### config.mk
export PLATFORM = sky130hd
export DESIGN_NAME = vc_flow_controller_flat
export DESIGN_NICKNAME = d
export VERILOG_FILES = /design/src/rtl/vc_flow_if.sv /design/src/rtl/vc_flow_controller.sv /design/src/flat_wrapper.sv
export SDC_FILE = /design/constraint.sdc
export NUM_CORES = 1
export LEC_CHECK = 0
export CAP_MARGIN = 20
export CELL_PAD_IN_SITES_DETAIL_PLACEMENT = 0
export CELL_PAD_IN_SITES_GLOBAL_PLACEMENT = 1
export CORE_MARGIN = 4
export CORE_UTILIZATION = 24
export CTS_CLUSTER_DIAMETER = 60
export DETAILED_ROUTE_END_ITERATION = 10
export HOLD_SLACK_MARGIN = 0.05
export PLACE_DENSITY = 0.72
export RECOVER_POWER = 50
export SLEW_MARGIN = 20
export SYNTH_ARGS = -nofsm -noshare
export SYNTH_HDL_FRONTEND = slang
export SYNTH_SLANG_ARGS = --single-unit
export TNS_END_PERCENT = 20
### constraint.sdc
create_clock -name clk -period 1.9 [get_ports clk]
set_input_delay 0.475 -clock clk [delete_from_list [all_inputs] [get_ports clk]]
set_output_delay 0.475 -clock clk [all_outputs]
set_load 0.02 [all_outputs]
### src/rtl/vc_flow_if.sv
// FIFO-bank handshake between the flow controller (master) and the VC/D FIFO bank (slave).
// Flag bit order for fifo_empty/fifo_error is {D1,D0,VC1,VC0,M}.
interface vc_flow_if;
  logic [4:0] fifo_empty;
  logic [4:0] fifo_error;
  logic       vc0_head_dest;
  logic       vc1_head_dest;
  logic       d0_almost_full;
  logic       d1_almost_full;
  logic       pop_vc0;
  logic       pop_vc1;
  logic       push_d0;
  logic       push_d1;

  modport master (
    input  fifo_empty, fifo_error, vc0_head_dest, vc1_head_dest,
           d0_almost_full, d1_almost_full,
    output pop_vc0, pop_vc1, push_d0, push_d1
  );

  modport slave (
    output fifo_empty, fifo_error, vc0_head_dest, vc1_head_dest,
           d0_almost_full, d1_almost_full,
    input  pop_vc0, pop_vc1, push_d0, push_d1
  );
endinterface

### src/rtl/vc_flow_controller.sv
// Device sequencer: threshold latching, RESET/INIT/IDLE/ACTIVE/ERROR FSM and VC->D arbitration.
// Define RR_ARB_EN for round-robin between VC0/VC1; default build is VC0 strict priority.
module vc_flow_controller #(
  parameter int unsigned PTR_L        = 5,
  parameter int unsigned UMBRAL_FULL  = 3,
  parameter int unsigned UMBRAL_EMPTY = 1
) (
  input  logic             clk,
  input  logic             reset,
  input  logic             init,
  input  logic [PTR_L-1:0] umbral_M_full,
  input  logic [PTR_L-1:0] umbral_M_empty,
  input  logic [PTR_L-1:0] umbral_V_full,
  input  logic [PTR_L-1:0] umbral_V_empty,
  input  logic [PTR_L-1:0] umbral_D_full,
  input  logic [PTR_L-1:0] umbral_D_empty,
  output logic [PTR_L-1:0] umbral_M_full_o,
  output logic [PTR_L-1:0] umbral_M_empty_o,
  output logic [PTR_L-1:0] umbral_V_full_o,
  output logic [PTR_L-1:0] umbral_V_empty_o,
  output logic [PTR_L-1:0] umbral_D_full_o,
  output logic [PTR_L-1:0] umbral_D_empty_o,
  vc_flow_if.master        fifo_if,
  output logic             idle_out,
  output logic             active_out,
  output logic             error_out,
  output logic [4:0]       errors
);

  localparam int unsigned VC0_B = 1;
  localparam int unsigned VC1_B = 2;

  typedef enum logic [2:0] {
    S_RESET  = 3'd0,
    S_INIT   = 3'd1,
    S_IDLE   = 3'd2,
    S_ACTIVE = 3'd3,
    S_ERROR  = 3'd4
  } state_t;

  state_t state;
  state_t state_nxt;
  logic   err_now;
  logic   all_empty;
  logic   pop_any;
  logic   el0;
  logic   el1;
  logic   can_pop;
  logic   gnt0;
  logic   gnt1;
  logic   gnt_dest;
  logic   pend_dest;
`ifdef RR_ARB_EN
  logic   last_grant;
`endif

  // Next state, eligibility and grant; pops only while ACTIVE persists.
  always_comb begin
    err_now   = (state != S_RESET) && (|fifo_if.fifo_error);
    all_empty = &fifo_if.fifo_empty;
    pop_any   = fifo_if.pop_vc0 | fifo_if.pop_vc1;
    el0 = !fifo_if.fifo_empty[VC0_B] &&
          !(fifo_if.vc0_head_dest ? fifo_if.d1_almost_full : fifo_if.d0_almost_full);
    el1 = !fifo_if.fifo_empty[VC1_B] &&
          !(fifo_if.vc1_head_dest ? fifo_if.d1_almost_full : fifo_if.d0_almost_full);

    state_nxt = state;
    case (state)
      S_RESET:  state_nxt = S_INIT;
      S_INIT:   if (!init) state_nxt = S_IDLE;
      S_IDLE: begin
        if (init)            state_nxt = S_INIT;
        else if (!all_empty) state_nxt = S_ACTIVE;
      end
      S_ACTIVE: begin
        if (init)                       state_nxt = S_INIT;
        else if (all_empty && !pop_any) state_nxt = S_IDLE;
      end
      S_ERROR:  state_nxt = S_ERROR;
      default:  state_nxt = S_RESET;
    endcase
    if (err_now) state_nxt = S_ERROR;

    can_pop = (state == S_ACTIVE) && (state_nxt == S_ACTIVE);
`ifdef RR_ARB_EN
    // last_grant=1 means VC1 went last, so VC0 takes a contested cycle
    gnt0 = can_pop && el0 && (!el1 || last_grant);
`else
    gnt0 = can_pop && el0;
`endif
    gnt1     = can_pop && el1 && !gnt0;
    gnt_dest = gnt0 ? fifo_if.vc0_head_dest : fifo_if.vc1_head_dest;
  end

  always_ff @(posedge clk) begin
    if (reset) begin
      state            <= S_RESET;
      fifo_if.pop_vc0  <= 1'b0;
      fifo_if.pop_vc1  <= 1'b0;
      fifo_if.push_d0  <= 1'b0;
      fifo_if.push_d1  <= 1'b0;
      pend_dest        <= 1'b0;
      idle_out         <= 1'b0;
      active_out       <= 1'b0;
      error_out        <= 1'b0;
      errors           <= 5'd0;
      umbral_M_full_o  <= PTR_L'(UMBRAL_FULL);
      umbral_M_empty_o <= PTR_L'(UMBRAL_EMPTY);
      umbral_V_full_o  <= PTR_L'(UMBRAL_FULL);
      umbral_V_empty_o <= PTR_L'(UMBRAL_EMPTY);
      umbral_D_full_o  <= PTR_L'(UMBRAL_FULL);
      umbral_D_empty_o <= PTR_L'(UMBRAL_EMPTY);
`ifdef RR_ARB_EN
      last_grant       <= 1'b1;
`endif
    end else begin
      state           <= state_nxt;
      fifo_if.pop_vc0 <= gnt0;
      fifo_if.pop_vc1 <= gnt1;
      // Popped word lands in its destination one cycle later, whatever the FSM does
      pend_dest       <= gnt_dest;
      fifo_if.push_d0 <= pop_any && !pend_dest;
      fifo_if.push_d1 <= pop_any && pend_dest;
      idle_out        <= (state_nxt == S_IDLE);
      active_out      <= (state_nxt == S_ACTIVE);
      error_out       <= (state_nxt == S_ERROR);
      if (state != S_RESET) errors <= errors | fifo_if.fifo_error;
      if ((state == S_INIT) && !err_now) begin
        umbral_M_full_o  <= umbral_M_full;
        umbral_M_empty_o <= umbral_M_empty;
        umbral_V_full_o  <= umbral_V_full;
        umbral_V_empty_o <= umbral_V_empty;
        umbral_D_full_o  <= umbral_D_full;
        umbral_D_empty_o <= umbral_D_empty;
      end
`ifdef RR_ARB_EN
      if (gnt0 || gnt1) last_grant <= gnt1;
`endif
    end
  end

endmodule

### src/flat_wrapper.sv
// flat-port wrapper written by rule: the top's interface ports become plain ports
module vc_flow_controller_flat 
#(
  parameter int unsigned PTR_L        = 5,
  parameter int unsigned UMBRAL_FULL  = 3,
  parameter int unsigned UMBRAL_EMPTY = 1
)
  (clk, reset, init, umbral_M_full, umbral_M_empty, umbral_V_full, umbral_V_empty, umbral_D_full, umbral_D_empty, umbral_M_full_o, umbral_M_empty_o, umbral_V_full_o, umbral_V_empty_o, umbral_D_full_o, umbral_D_empty_o, idle_out, active_out, error_out, errors, fifo_if_fifo_empty, fifo_if_fifo_error, fifo_if_vc0_head_dest, fifo_if_vc1_head_dest, fifo_if_d0_almost_full, fifo_if_d1_almost_full, fifo_if_pop_vc0, fifo_if_pop_vc1, fifo_if_push_d0, fifo_if_push_d1);
  vc_flow_if fifo_if_i ();
  input  logic clk;
  input  logic reset;
  input  logic init;
  input  logic [PTR_L-1:0] umbral_M_full;
  input  logic [PTR_L-1:0] umbral_M_empty;
  input  logic [PTR_L-1:0] umbral_V_full;
  input  logic [PTR_L-1:0] umbral_V_empty;
  input  logic [PTR_L-1:0] umbral_D_full;
  input  logic [PTR_L-1:0] umbral_D_empty;
  output logic [PTR_L-1:0] umbral_M_full_o;
  output logic [PTR_L-1:0] umbral_M_empty_o;
  output logic [PTR_L-1:0] umbral_V_full_o;
  output logic [PTR_L-1:0] umbral_V_empty_o;
  output logic [PTR_L-1:0] umbral_D_full_o;
  output logic [PTR_L-1:0] umbral_D_empty_o;
  output logic idle_out;
  output logic active_out;
  output logic error_out;
  output logic [4:0] errors;
  input wire logic [$bits(fifo_if_i.fifo_empty)-1:0] fifo_if_fifo_empty;
  input wire logic [$bits(fifo_if_i.fifo_error)-1:0] fifo_if_fifo_error;
  input wire logic [$bits(fifo_if_i.vc0_head_dest)-1:0] fifo_if_vc0_head_dest;
  input wire logic [$bits(fifo_if_i.vc1_head_dest)-1:0] fifo_if_vc1_head_dest;
  input wire logic [$bits(fifo_if_i.d0_almost_full)-1:0] fifo_if_d0_almost_full;
  input wire logic [$bits(fifo_if_i.d1_almost_full)-1:0] fifo_if_d1_almost_full;
  output wire logic [$bits(fifo_if_i.pop_vc0)-1:0] fifo_if_pop_vc0;
  output wire logic [$bits(fifo_if_i.pop_vc1)-1:0] fifo_if_pop_vc1;
  output wire logic [$bits(fifo_if_i.push_d0)-1:0] fifo_if_push_d0;
  output wire logic [$bits(fifo_if_i.push_d1)-1:0] fifo_if_push_d1;
  assign fifo_if_i.fifo_empty = fifo_if_fifo_empty;
  assign fifo_if_i.fifo_error = fifo_if_fifo_error;
  assign fifo_if_i.vc0_head_dest = fifo_if_vc0_head_dest;
  assign fifo_if_i.vc1_head_dest = fifo_if_vc1_head_dest;
  assign fifo_if_i.d0_almost_full = fifo_if_d0_almost_full;
  assign fifo_if_i.d1_almost_full = fifo_if_d1_almost_full;
  assign fifo_if_pop_vc0 = fifo_if_i.pop_vc0;
  assign fifo_if_pop_vc1 = fifo_if_i.pop_vc1;
  assign fifo_if_push_d0 = fifo_if_i.push_d0;
  assign fifo_if_push_d1 = fifo_if_i.push_d1;
  vc_flow_controller #(.PTR_L(PTR_L), .UMBRAL_FULL(UMBRAL_FULL), .UMBRAL_EMPTY(UMBRAL_EMPTY)) u_core (.clk(clk), .reset(reset), .init(init), .umbral_M_full(umbral_M_full), .umbral_M_empty(umbral_M_empty), .umbral_V_full(umbral_V_full), .umbral_V_empty(umbral_V_empty), .umbral_D_full(umbral_D_full), .umbral_D_empty(umbral_D_empty), .umbral_M_full_o(umbral_M_full_o), .umbral_M_empty_o(umbral_M_empty_o), .umbral_V_full_o(umbral_V_full_o), .umbral_V_empty_o(umbral_V_empty_o), .umbral_D_full_o(umbral_D_full_o), .umbral_D_empty_o(umbral_D_empty_o), .fifo_if(fifo_if_i), .idle_out(idle_out), .active_out(active_out), .error_out(error_out), .errors(errors));
endmodule
==> results of run 1 <==
[power by group through the flow]
| stage | Sequential (uW) | Combinational (uW) | Clock, uW |
|---|---|---|---|
| final | 1000 | 242 | 683 |
| after global routing | 1000 | 264 | 745 |
| after CTS | 1000 | 248 | 721 |
| after detailed placement | 1020 | 244 | 0 |
| after global placement | 1020 | 245 | 0 |
| after floorplan | 1040 | 61.3 | 0 |
[cells by family after synthesis]
group,after synthesis,share of synthesized area
flops,46,0.544
buf+inv,14,0.0392
simple gates,99,0.294
compound gates,36,0.116
mux,1,0.00592
[final cells by class]
| type | instances | area, sq um |
|---|---|---|
| clock buffer | 8 | 110 |
| fill | 703 | 3830 |
| inverter | 2 | 7.51 |
| tap | 96 | 120 |
| timing repair buffer | 109 | 1110 |
| sequential | 46 | 921 |
| multi-input combinational | 136 | 733 |
[worst paths after layout]
path,slack (ns),cells after the start,to,startpoint
max,0.05,5,u_core.pend_dest,fifo_if_vc0_head_dest
min,0.41,1,u_core.fifo_if.push_d0,u_core.pend_dest
max reg2reg,0.31,6,u_core.umbral_V_empty_o[0],u_core.state[0]
min reg2reg,0.41,1,u_core.fifo_if.push_d0,u_core.pend_dest
[through the flow]
| step | area, sq um | hold slack (ns) | util | std cells | worst slack (ns) |
|---|---|---|---|---|---|
| after floorplan | 1710 | 0.392 | - | 196 | 0.0196 |
| after global placement | 2780 | 0.397 | 0.407 | 384 | -0.480 |
| after detailed placement | 2780 | 0.404 | 0.407 | 384 | -0.508 |
| after CTS | 2980 | 0.416 | 0.436 | 397 | -0.0339 |
| after global routing | 3000 | 0.449 | 0.439 | 397 | -0.00510 |
| final | 3000 | 0.414 | 0.439 | 397 | 0.0531 |
[timing repair]
item / in CTS / in global routing
setup buffers: 3 / 0
endpoints found under the setup margin: 31 / 25
gates cloned: 2 / 0
pin swaps: 4 / 4
gates resized for setup: 16 / 5
[placed cells by master, fill, tap and decap left out, types with 2 or more instances in the layout]
cell	instances
sky130_fd_sc_hd__nor2b_1	3
sky130_fd_sc_hd__or3_1	2
sky130_fd_sc_hd__dlygate4sd3_1	29
sky130_fd_sc_hd__dfxtp_1	46
sky130_fd_sc_hd__clkbuf_8	8
sky130_fd_sc_hd__nor3_1	11
sky130_fd_sc_hd__a211oi_1	2
sky130_fd_sc_hd__nand2_1	42
sky130_fd_sc_hd__inv_1	2
sky130_fd_sc_hd__nor3_2	8
sky130_fd_sc_hd__a21oi_1	28
sky130_fd_sc_hd__or4_4	2
sky130_fd_sc_hd__nand2b_1	3
sky130_fd_sc_hd__buf_2	2
sky130_fd_sc_hd__buf_12	3
sky130_fd_sc_hd__nor2_1	19
sky130_fd_sc_hd__buf_4	13
sky130_fd_sc_hd__buf_6	2
sky130_fd_sc_hd__clkbuf_1	2
sky130_fd_sc_hd__o21ai_0	3
sky130_fd_sc_hd__clkdlybuf4s50_1	53
[worst max-delay path: cells and delay by family]
| kind | cells | cell delay [ns] |
|---|---|---|
| AOI/OAI and AO/OA | 1 | 0.30 |
| buffers and inverters | 1 | 0.50 |
| muxes | 1 | 0.15 |
| and+or+nand+nor | 2 | 0.60 |
[per-layer routing]
metal,GRT usage,share of wire,vias to the layer above
met1,0.145,0.45,763
li1,-,-,868
met5,0,0,-
met2,0.182,0.47,54
met4,0.0371,0.012,0
met3,0.0377,0.068,7
[state kept, by name, summed over array words and instances, names as in the netlist, 3 cells and up]
register / cells
u_core.umbral_M_empty_o: 5
u_core.umbral_V_empty_o: 5
u_core.state: 3
u_core.umbral_D_full_o: 5
u_core.umbral_M_full_o: 5
u_core.umbral_D_empty_o: 5
u_core.errors: 5
u_core.umbral_V_full_o: 5
==> flow_metrics.tcl, run 1 <==
set metrics [dict create \
    status "finished, final reports clean" \
    ctsLongestPathBuffers 2 \
    share_of_layout_cells_above_drive_strength_1 0.150 \
    cts_tree "yes" \
    critPathMaxStageDelay_ns 0.53 \
    pin_count_of_the_biggest_net_entering_global_routing 28 \
    floorplan.core_area_sq_um 6830 \
    share_clk_of_total_power 0.355 \
    power.sequential.fraction 0.520 \
    avgSynthCellArea_sq_um 8.63 \
    placement.io_buffers 88 \
    ordered_list_of_cells_on_the_worst_path "clkdlybuf4s50_1 -> nor2b_1 -> a211o_1 -> or4_1 -> mux2i_1" \
    hold_class "reg2reg" \
    synth.top_cell.area_share 0.544 \
    cell_internal_pwr_uw 1500 \
    drv.max_cap_violation_count 0 \
    totalNegativeSetupSlack_ns 0 \
    first_global_vias 1588 \
    die_height_um 92.0 \
    hold_buffers 0 \
    groute.usage.overall 0.114 \
    switching_share 0.223 \
    finalHoldViolCount 0 \
    route.vias.total 1692 \
    fp.dieArea_sq_um 8460 \
    initial_core_util 0.248 \
    worst_pin_slew_ns 0.400 \
    worst-path-max-fanout 3 \
    worst_slew_margin_relative_to_its_limit 0.733 \
    report.final.setup_viol 0 \
    drt-vias-per-instance 4.26 \
    synth_edf_count 0 \
    drt_pass1_iterations 4 \
    total_power_uw 1930 \
    diodes 0 \
    drcViolationCount 0 \
    synth_area_leaders "sky130_fd_sc_hd__dfxtp_1 (54%), sky130_fd_sc_hd__nand2_1 (9.3%), sky130_fd_sc_hd__a21oi_1 (8.3%), sky130_fd_sc_hd__nor3_2 (5.3%), sky130_fd_sc_hd__nor2_1 (4.2%)" \
    end_kind "flop" \
    number_of_nets_in_the_finished_design 347 \
    critical_path_arrival_ns 2.03 \
    start_kind "input port" \
    finClkSkew_ns 0.00423 \
    die_w_um 92.0 \
    number_of_library_cell_types_mapped_by_synthesis 27 \
    insertion_delay_ns 0.29 \
    required_ns 2.09 \
    routed_wirelength_um 4830 \
    ys_seq_elements 46 \
    worstSetupPathType "in2reg" \
    initial_antenna_violation_count 0 \
    switching_power_uw 430 \
    place_congestion 0.735 \
    synth-seq-area-share 0.544 \
    slew_violations 0 \
    drt-wirelength-per-cell_um 12.2 \
    cellPowerDensity_nw_per_um2 642 \
    mappedNetlistArea_sq_um 1690 \
    cts.sink_count 46 \
    detailedRoute.firstIterationViolations 33 \
    vdd_ir_drop_max_mv 0.353 \
    cts-buffers-inserted 5 \
    max_clock_freq_mhz 541 \
    total_leakage_power_uw 0.00115 \
    synthToLayoutAreaGrowth_pct 77.4 \
    ant_nets 0 \
    synthTopCellsByCount "sky130_fd_sc_hd__dfxtp_1 (46), sky130_fd_sc_hd__nand2_1 (42), sky130_fd_sc_hd__a21oi_1 (28), sky130_fd_sc_hd__nor2_1 (19), sky130_fd_sc_hd__nor3_1 (11)" \
    ctsHtreeMaxLevel 2 \
    grt_remaining_overflow 0 \
    ios 89 \
    power.share.combinational 0.126 \
    worst_path_max_delay_cell "sky130_fd_sc_hd__or4_1" \
    finalCriticalPeriod_ns 1.85 \
    synthesis.nets 243 \
    finalCritPeriodShare 0.972 \
    yosys_warnings 0 \
    ys_async_sr_fraction 0 \
    post-synth-top-area-cell "sky130_fd_sc_hd__dfxtp_1" \
    dominantRegCellSynth "sky130_fd_sc_hd__dfxtp_1" \
    synthesis.instances 196 \
    floorplan.rows 30 \
    worst_setup_hold_path_clk_slew_ns 0.08 \
    dp_hpwl_um 3460 \
    root_buffer "sky130_fd_sc_hd__clkbuf_8" \
    synth.most_common_cell "sky130_fd_sc_hd__dfxtp_1" \
    first_pass_grt_wire_length_um 7760 \
]
(Power assumes the default switching activity.)
==> inputs of run 2 (changes only) <==
--- a/config.mk
+++ b/config.mk
@@ -9,12 +9,13 @@
 export CELL_PAD_IN_SITES_DETAIL_PLACEMENT = 0
 export CELL_PAD_IN_SITES_GLOBAL_PLACEMENT = 1
 export CORE_MARGIN = 4
-export CORE_UTILIZATION = 24
+export CORE_UTILIZATION = 29
 export CTS_CLUSTER_DIAMETER = 60
 export DETAILED_ROUTE_END_ITERATION = 10
 export HOLD_SLACK_MARGIN = 0.05
-export PLACE_DENSITY = 0.72
+export PLACE_DENSITY = 0.81
 export RECOVER_POWER = 50
+export REMOVE_ABC_BUFFERS = 1
 export SLEW_MARGIN = 20
 export SYNTH_ARGS = -nofsm -noshare
 export SYNTH_HDL_FRONTEND = slang
==> constraint.sdc (replaced) <==
create_clock -name clk -period 2.4 [get_ports clk]
set_input_delay 0.6 -clock clk [delete_from_list [all_inputs] [get_ports clk]]
set_output_delay 0.6 -clock clk [all_outputs]
set_load 0.02 [all_outputs]
==> flow_metrics.tcl, run 2 (same netlist as run 1, synthesis figures left out) <==
set metrics [dict create \
    status "finished, final reports clean" \
    timing.hold.worst_endpoint "u_core.fifo_if.push_d0" \
    total_leakage_power_uw 0.00106 \
    drt-wirelength-per-cell_um 12.3 \
    cellPowerDensity_nw_per_um2 520 \
    initial_core_util 0.303 \
    routed_wirelength_um 4420 \
    drv.max_cap_violation_count 0 \
    start_kind "input port" \
    ctsHtreeMaxLevel 2 \
    post-route-cell-area_sq_um 2770 \
    finalCriticalPeriod_ns 2.28 \
    hold_buffers 0 \
    ant_nets 0 \
    fin_cells 360 \
    fillCellCount 563 \
    first_global_vias 1553 \
    post-route-worst-setup-slack_ns 0.121 \
    fp.dieArea_sq_um 7120 \
    cts_tree "yes" \
    critPathMaxStageDelay_ns 0.54 \
    worst_path_max_delay_cell "sky130_fd_sc_hd__or4_4" \
    place_congestion 0.710 \
    hold_class "reg2reg" \
    synthToLayoutAreaGrowth_pct 63.8 \
    slew_violations 0 \
    vdd_ir_drop_max_mv 0.247 \
    root_buffer "sky130_fd_sc_hd__clkbuf_8" \
    worst_slew_margin_relative_to_its_limit 0.172 \
    finalCritPeriodShare 0.949 \
    detailedRoute.firstIterationViolations 83 \
    drt_pass1_iterations 4 \
    dpl-instance-area_sq_um 2680 \
    min_from "u_core.pend_dest" \
    timing.rr.start "u_core.state[0]" \
    r2r_cells 5 \
    r2r_end "u_core.umbral_V_empty_o[1]" \
    grt_remaining_overflow 0 \
    worst_pin_slew_ns 1.24 \
    cts-buffers-inserted 5 \
    total_power_uw 1440 \
    whs_path_depth 1 \
    pre_cts_slack_ns -0.158 \
    path_common_cell "sky130_fd_sc_hd__or4_4" \
    worst-r2r-setup-slack_ns 0.94 \
    timing.critical_path.max_delay_family "simple AND/OR/NAND/NOR gates" \
    die_w_um 84.4 \
    diodes 0 \
    floorplan.core_area_sq_um 5570 \
    commonest_cells_after_routing_fill_and_taps_aside "sky130_fd_sc_hd__clkdlybuf4s50_1 (50), sky130_fd_sc_hd__dfxtp_1 (46), sky130_fd_sc_hd__nand2_1 (42)" \
    post_place_cells 352 \
    report.final.setup_viol 0 \
    required_ns 2.52 \
    ctsLongestPathBuffers 2 \
    worst_setup_hold_path_clk_slew_ns 0.08 \
    worstSetupPathType "in2reg" \
    most_frequent_standard_cell_in_the_layout_excluding_fill_and_tap_cells "sky130_fd_sc_hd__clkdlybuf4s50_1" \
    critPathBufInv 2 \
    cts.sink_count 46 \
    floorplan.rows 27 \
    postLayoutCoreUtil 0.497 \
    pin_count_of_the_biggest_net_entering_global_routing 31 \
    die_height_um 84.4 \
    finClkSkew_ns 0.00593 \
    grt_setup_unrepaired "no" \
    finalHoldViolCount 0 \
    groute.usage.overall 0.127 \
    dp_hpwl_um 3280 \
    max_clock_freq_mhz 439 \
    critical_path_arrival_ns 2.40 \
    drcViolationCount 0 \
    insertion_delay_ns 0.29 \
    number_of_nets_in_the_finished_design 334 \
    number_of_resized_instances_in_the_post_cts_repair_step 0 \
    drt-vias-per-instance 4.54 \
    initial_antenna_violation_count 0 \
    worst-path-max-fanout 30 \
    ios 89 \
    ordered_list_of_cells_on_the_worst_path "clkdlybuf4s50_1 -> or4_4 -> or4_4 -> buf_12 -> nand2_1 -> a21oi_1" \
    first_pass_grt_wire_length_um 7470 \
    placement.io_buffers 88 \
    end_kind "flop" \
    cts_post_setup_buffers_inserted 0 \
    share_of_layout_cells_above_drive_strength_1 0.0972 \
    route.vias.total 1636 \
]
[run 2: changes by cell type in the layout (fill, tap and decap cells not counted), sizes merged]
cell and change:
dlymetal6s2s -1, clkdlybuf4s15 -1, bufbuf -1, clkdlybuf4s50 -3, dlygate4sd3 +8, clkbuf -3
buf -13, clkinv +1
[run 2: how the worst max path moves through the flow]
| stage | startpoint | endpoint | depth (start not counted) |
|---|---|---|---|
| global placement | fifo_if_fifo_error[0] | u_core.umbral_V_empty_o[1] | 6 |
| detailed placement | fifo_if_fifo_error[0] | u_core.umbral_V_full_o[1] | 6 |
| floorplan | fifo_if_fifo_error[0] | u_core.umbral_D_empty_o[1] | 4 |
| finish | fifo_if_fifo_error[0] | u_core.umbral_V_empty_o[1] | 6 |
| global route | fifo_if_fifo_error[1] | u_core.umbral_V_empty_o[1] | 7 |
| CTS | fifo_if_fifo_error[0] | u_core.umbral_M_empty_o[4] | 7 |
[run 2: area by class of cell]
cell class	instances	area, sq um	share of cell area
timing repair buffer	96	951	0.343
sequential	46	921	0.332
multi-input combinational	136	711	0.256
tap	72	90.1	0.0325
clock buffer	7	86.3	0.0312
inverter	2	7.51	0.00271
clock inverter	1	5.00	0.00181
[run 2: per-layer routing]
layer  global-route usage  up-vias  part of all wire
li1                     -      843                 -
met5                    0        -                 0
met3               0.0540        5             0.092
met1                0.167      726              0.47
met4               0.0302        0            0.0084
met2                0.192       62              0.43
[run 2: through the flow]
step / setup TNS, ns / hold WS [ns]
2_1_floorplan: -37.07 / 0.390
3_3_place_gp: -3.93 / 0.440
3_5_place_dp: -4.31 / 0.422
4_1_cts: 0 / 0.436
5_1_grt: 0 / 0.472
6_report: 0 / 0.434
[run 2: report_power, final]
group	total [uW]	switching, uW	leakage [uW]	internal (uW)
combinational	177	74.1	0.000635	103
sequential	791	11.0	0.000373	780
clock	472	240	0.0000482	232
total	1440	325	0.00106	1120
==> inputs of run 3 (changes only) <==
--- a/config.mk
+++ b/config.mk
@@ -6,16 +6,13 @@
 export NUM_CORES = 1
 export LEC_CHECK = 0
 export CAP_MARGIN = 20
-export CELL_PAD_IN_SITES_DETAIL_PLACEMENT = 0
-export CELL_PAD_IN_SITES_GLOBAL_PLACEMENT = 1
 export CORE_MARGIN = 4
-export CORE_UTILIZATION = 29
+export CORE_UTILIZATION = 42
 export CTS_CLUSTER_DIAMETER = 60
 export DETAILED_ROUTE_END_ITERATION = 10
-export HOLD_SLACK_MARGIN = 0.05
-export PLACE_DENSITY = 0.81
+export HOLD_SLACK_MARGIN = 0.1
+export PLACE_DENSITY = 0.83
 export RECOVER_POWER = 50
-export REMOVE_ABC_BUFFERS = 1
 export SLEW_MARGIN = 20
 export SYNTH_ARGS = -nofsm -noshare
 export SYNTH_HDL_FRONTEND = slang
==> flow_metrics.tcl, run 3 (same netlist as run 1, synthesis figures left out) <==
set metrics [dict create \
    status "finished, final reports clean" \
    ctsHtreeMaxLevel 2 \
    drv.max_cap_violation_count 0 \
    cts.sink_count 46 \
    total_leakage_power_uw 0.00104 \
    groute.usage.overall 0.168 \
    worst_setup_hold_path_clk_slew_ns 0.07 \
    setup.worst_path.start "fifo_if_fifo_error[0]" \
    grt.met3_usage 0.0645 \
    dp_hpwl_um 3170 \
    ios 89 \
    share_clk_of_total_power 0.314 \
    max_clock_freq_mhz 438 \
    ctsLongestPathBuffers 2 \
    detailedRoute.firstIterationViolations 89 \
    finClkSkew_ns 0.00654 \
    synthToLayoutAreaGrowth_pct 61.2 \
    number_of_nets_in_the_finished_design 332 \
    drt-vias-per-instance 4.81 \
    finalCriticalPeriod_ns 2.29 \
    die_w_um 71.5 \
    grtUsageMet1 0.199 \
    root_buffer "sky130_fd_sc_hd__clkbuf_8" \
    grt_setup_unrepaired "no" \
    r2r_cells 4 \
    dpl-instance-area_sq_um 2650 \
    floorplan.rows 22 \
    hold_buffers 0 \
    drt-wirelength-per-cell_um 12.8 \
    multi_input_comb_area_sq_um 711 \
    first_pass_grt_wire_length_um 6870 \
    required_ns 2.54 \
    drcViolationCount 0 \
    share_of_layout_cells_above_drive_strength_1 0.0880 \
    diodes 0 \
    cellPowerDensity_nw_per_um2 517 \
    cts_post_setup_buffers_inserted 0 \
    whs_path_depth 1 \
    grt_most_used_layer "met2" \
    grt_use_met2 0.277 \
    cts-buffers-inserted 5 \
    floorplan.core_area_sq_um 3770 \
    report.final.setup_viol 0 \
    min_from "u_core.pend_dest" \
    hold_class "reg2reg" \
    start_kind "input port" \
    timing.rr.start "u_core.state[1]" \
    route.vias.total 1597 \
    timing.hold.worst_endpoint "u_core.fifo_if.push_d0" \
    power.share.combinational 0.125 \
    initial_core_util 0.449 \
    insertion_delay_ns 0.29 \
    worstSetupPathType "in2reg" \
    worst_pin_slew_ns 0.888 \
    switching_share 0.217 \
    ant_nets 0 \
    die_height_um 71.5 \
    finalCritPeriodShare 0.952 \
    postLayoutCoreUtil 0.723 \
    commonest_cells_after_routing_fill_and_taps_aside "sky130_fd_sc_hd__clkdlybuf4s50_1 (50), sky130_fd_sc_hd__dfxtp_1 (46), sky130_fd_sc_hd__nand2_1 (42)" \
    worst-r2r-setup-slack_ns 0.92 \
    end_kind "flop" \
    first_global_vias 1529 \
    drt_pass1_iterations 4 \
    fillCellCount 319 \
    placement.io_buffers 88 \
    place_congestion 0.709 \
    post-route-cell-area_sq_um 2730 \
    worst_slew_margin_relative_to_its_limit 0.408 \
    routed_wirelength_um 4260 \
    vdd_ir_drop_max_mv 0.320 \
    finalHoldViolCount 0 \
    final-seq-area_sq_um 921 \
    initial_antenna_violation_count 0 \
    switching_power_uw 307 \
    power.sequential.fraction 0.561 \
    cts_tree "yes" \
    pin_count_of_the_biggest_net_entering_global_routing 32 \
    r2r_end "u_core.pend_dest" \
    critical_path_arrival_ns 2.42 \
    fp.dieArea_sq_um 5110 \
    slew_violations 0 \
    cell_internal_pwr_uw 1100 \
    worst-path-max-fanout 21 \
    number_of_resized_instances_in_the_post_cts_repair_step 0 \
    most_frequent_standard_cell_in_the_layout_excluding_fill_and_tap_cells "sky130_fd_sc_hd__clkdlybuf4s50_1" \
    grt_remaining_overflow 0 \
]
run 3: metal layers:
metal | up-vias | part of all wire
li1 | 837 | -
met1 | 701 | 0.41
met2 | 57 | 0.48
met3 | 2 | 0.10
met4 | 0 | 0.0049
met5 | - | 0
run 3: worst max-delay path, cell delays in order:
cell	delay, ns
sky130_fd_sc_hd__clkdlybuf4s50_1	0.42
sky130_fd_sc_hd__or4_4	0.54
sky130_fd_sc_hd__or4_4	0.53
sky130_fd_sc_hd__buf_12	0.18
sky130_fd_sc_hd__nand2_1	0.08
sky130_fd_sc_hd__a21oi_1	0.07
run 3: worst max-delay path by stage:
stage	endpoint	slack [ns]	cells past startpoint
floorplan	u_core.umbral_D_empty_o[4]	0.34	5
global placement	u_core.umbral_V_full_o[0]	-0.14	6
detailed placement	u_core.umbral_D_full_o[2]	-0.23	7
CTS	u_core.umbral_D_full_o[2]	0.08	7
global route	u_core.umbral_D_full_o[2]	0.02	7
finish	u_core.umbral_D_full_o[2]	0.11	6
run 3: power by group through the flow:
stage / registers, uW / clock network, uW / logic, uW
finish: 791 / 443 / 177
CTS: 792 / 458 / 181
global route: 794 / 487 / 191
global placement: 809 / 0 / 178
floorplan: 823 / 0 / 48.1
detailed placement: 809 / 0 / 180
run 3: metrics by stage:
stage | setup TNS [ns] | power (uW) | setup slack (ns) | instances | hold slack, ns
floorplan | 0 | 871 | 0.343 | 196 | 0.392
global placement | -3.93 | 987 | -0.136 | 326 | 0.397
detailed placement | -5.05 | 989 | -0.229 | 326 | 0.412
CTS | 0 | 1430 | 0.0802 | 332 | 0.420
global route | 0 | 1470 | 0.0166 | 332 | 0.424
finish | 0 | 1410 | 0.114 | 332 | 0.425
run 3: layout make-up:
cell class | count | area share
Clock buffer | 6 | 0.0303
Inverter | 2 | 0.00275
Multi-Input combinational cell | 136 | 0.261
Sequential cell | 46 | 0.338
Tap cell | 48 | 0.0220
Timing Repair Buffer | 94 | 0.347
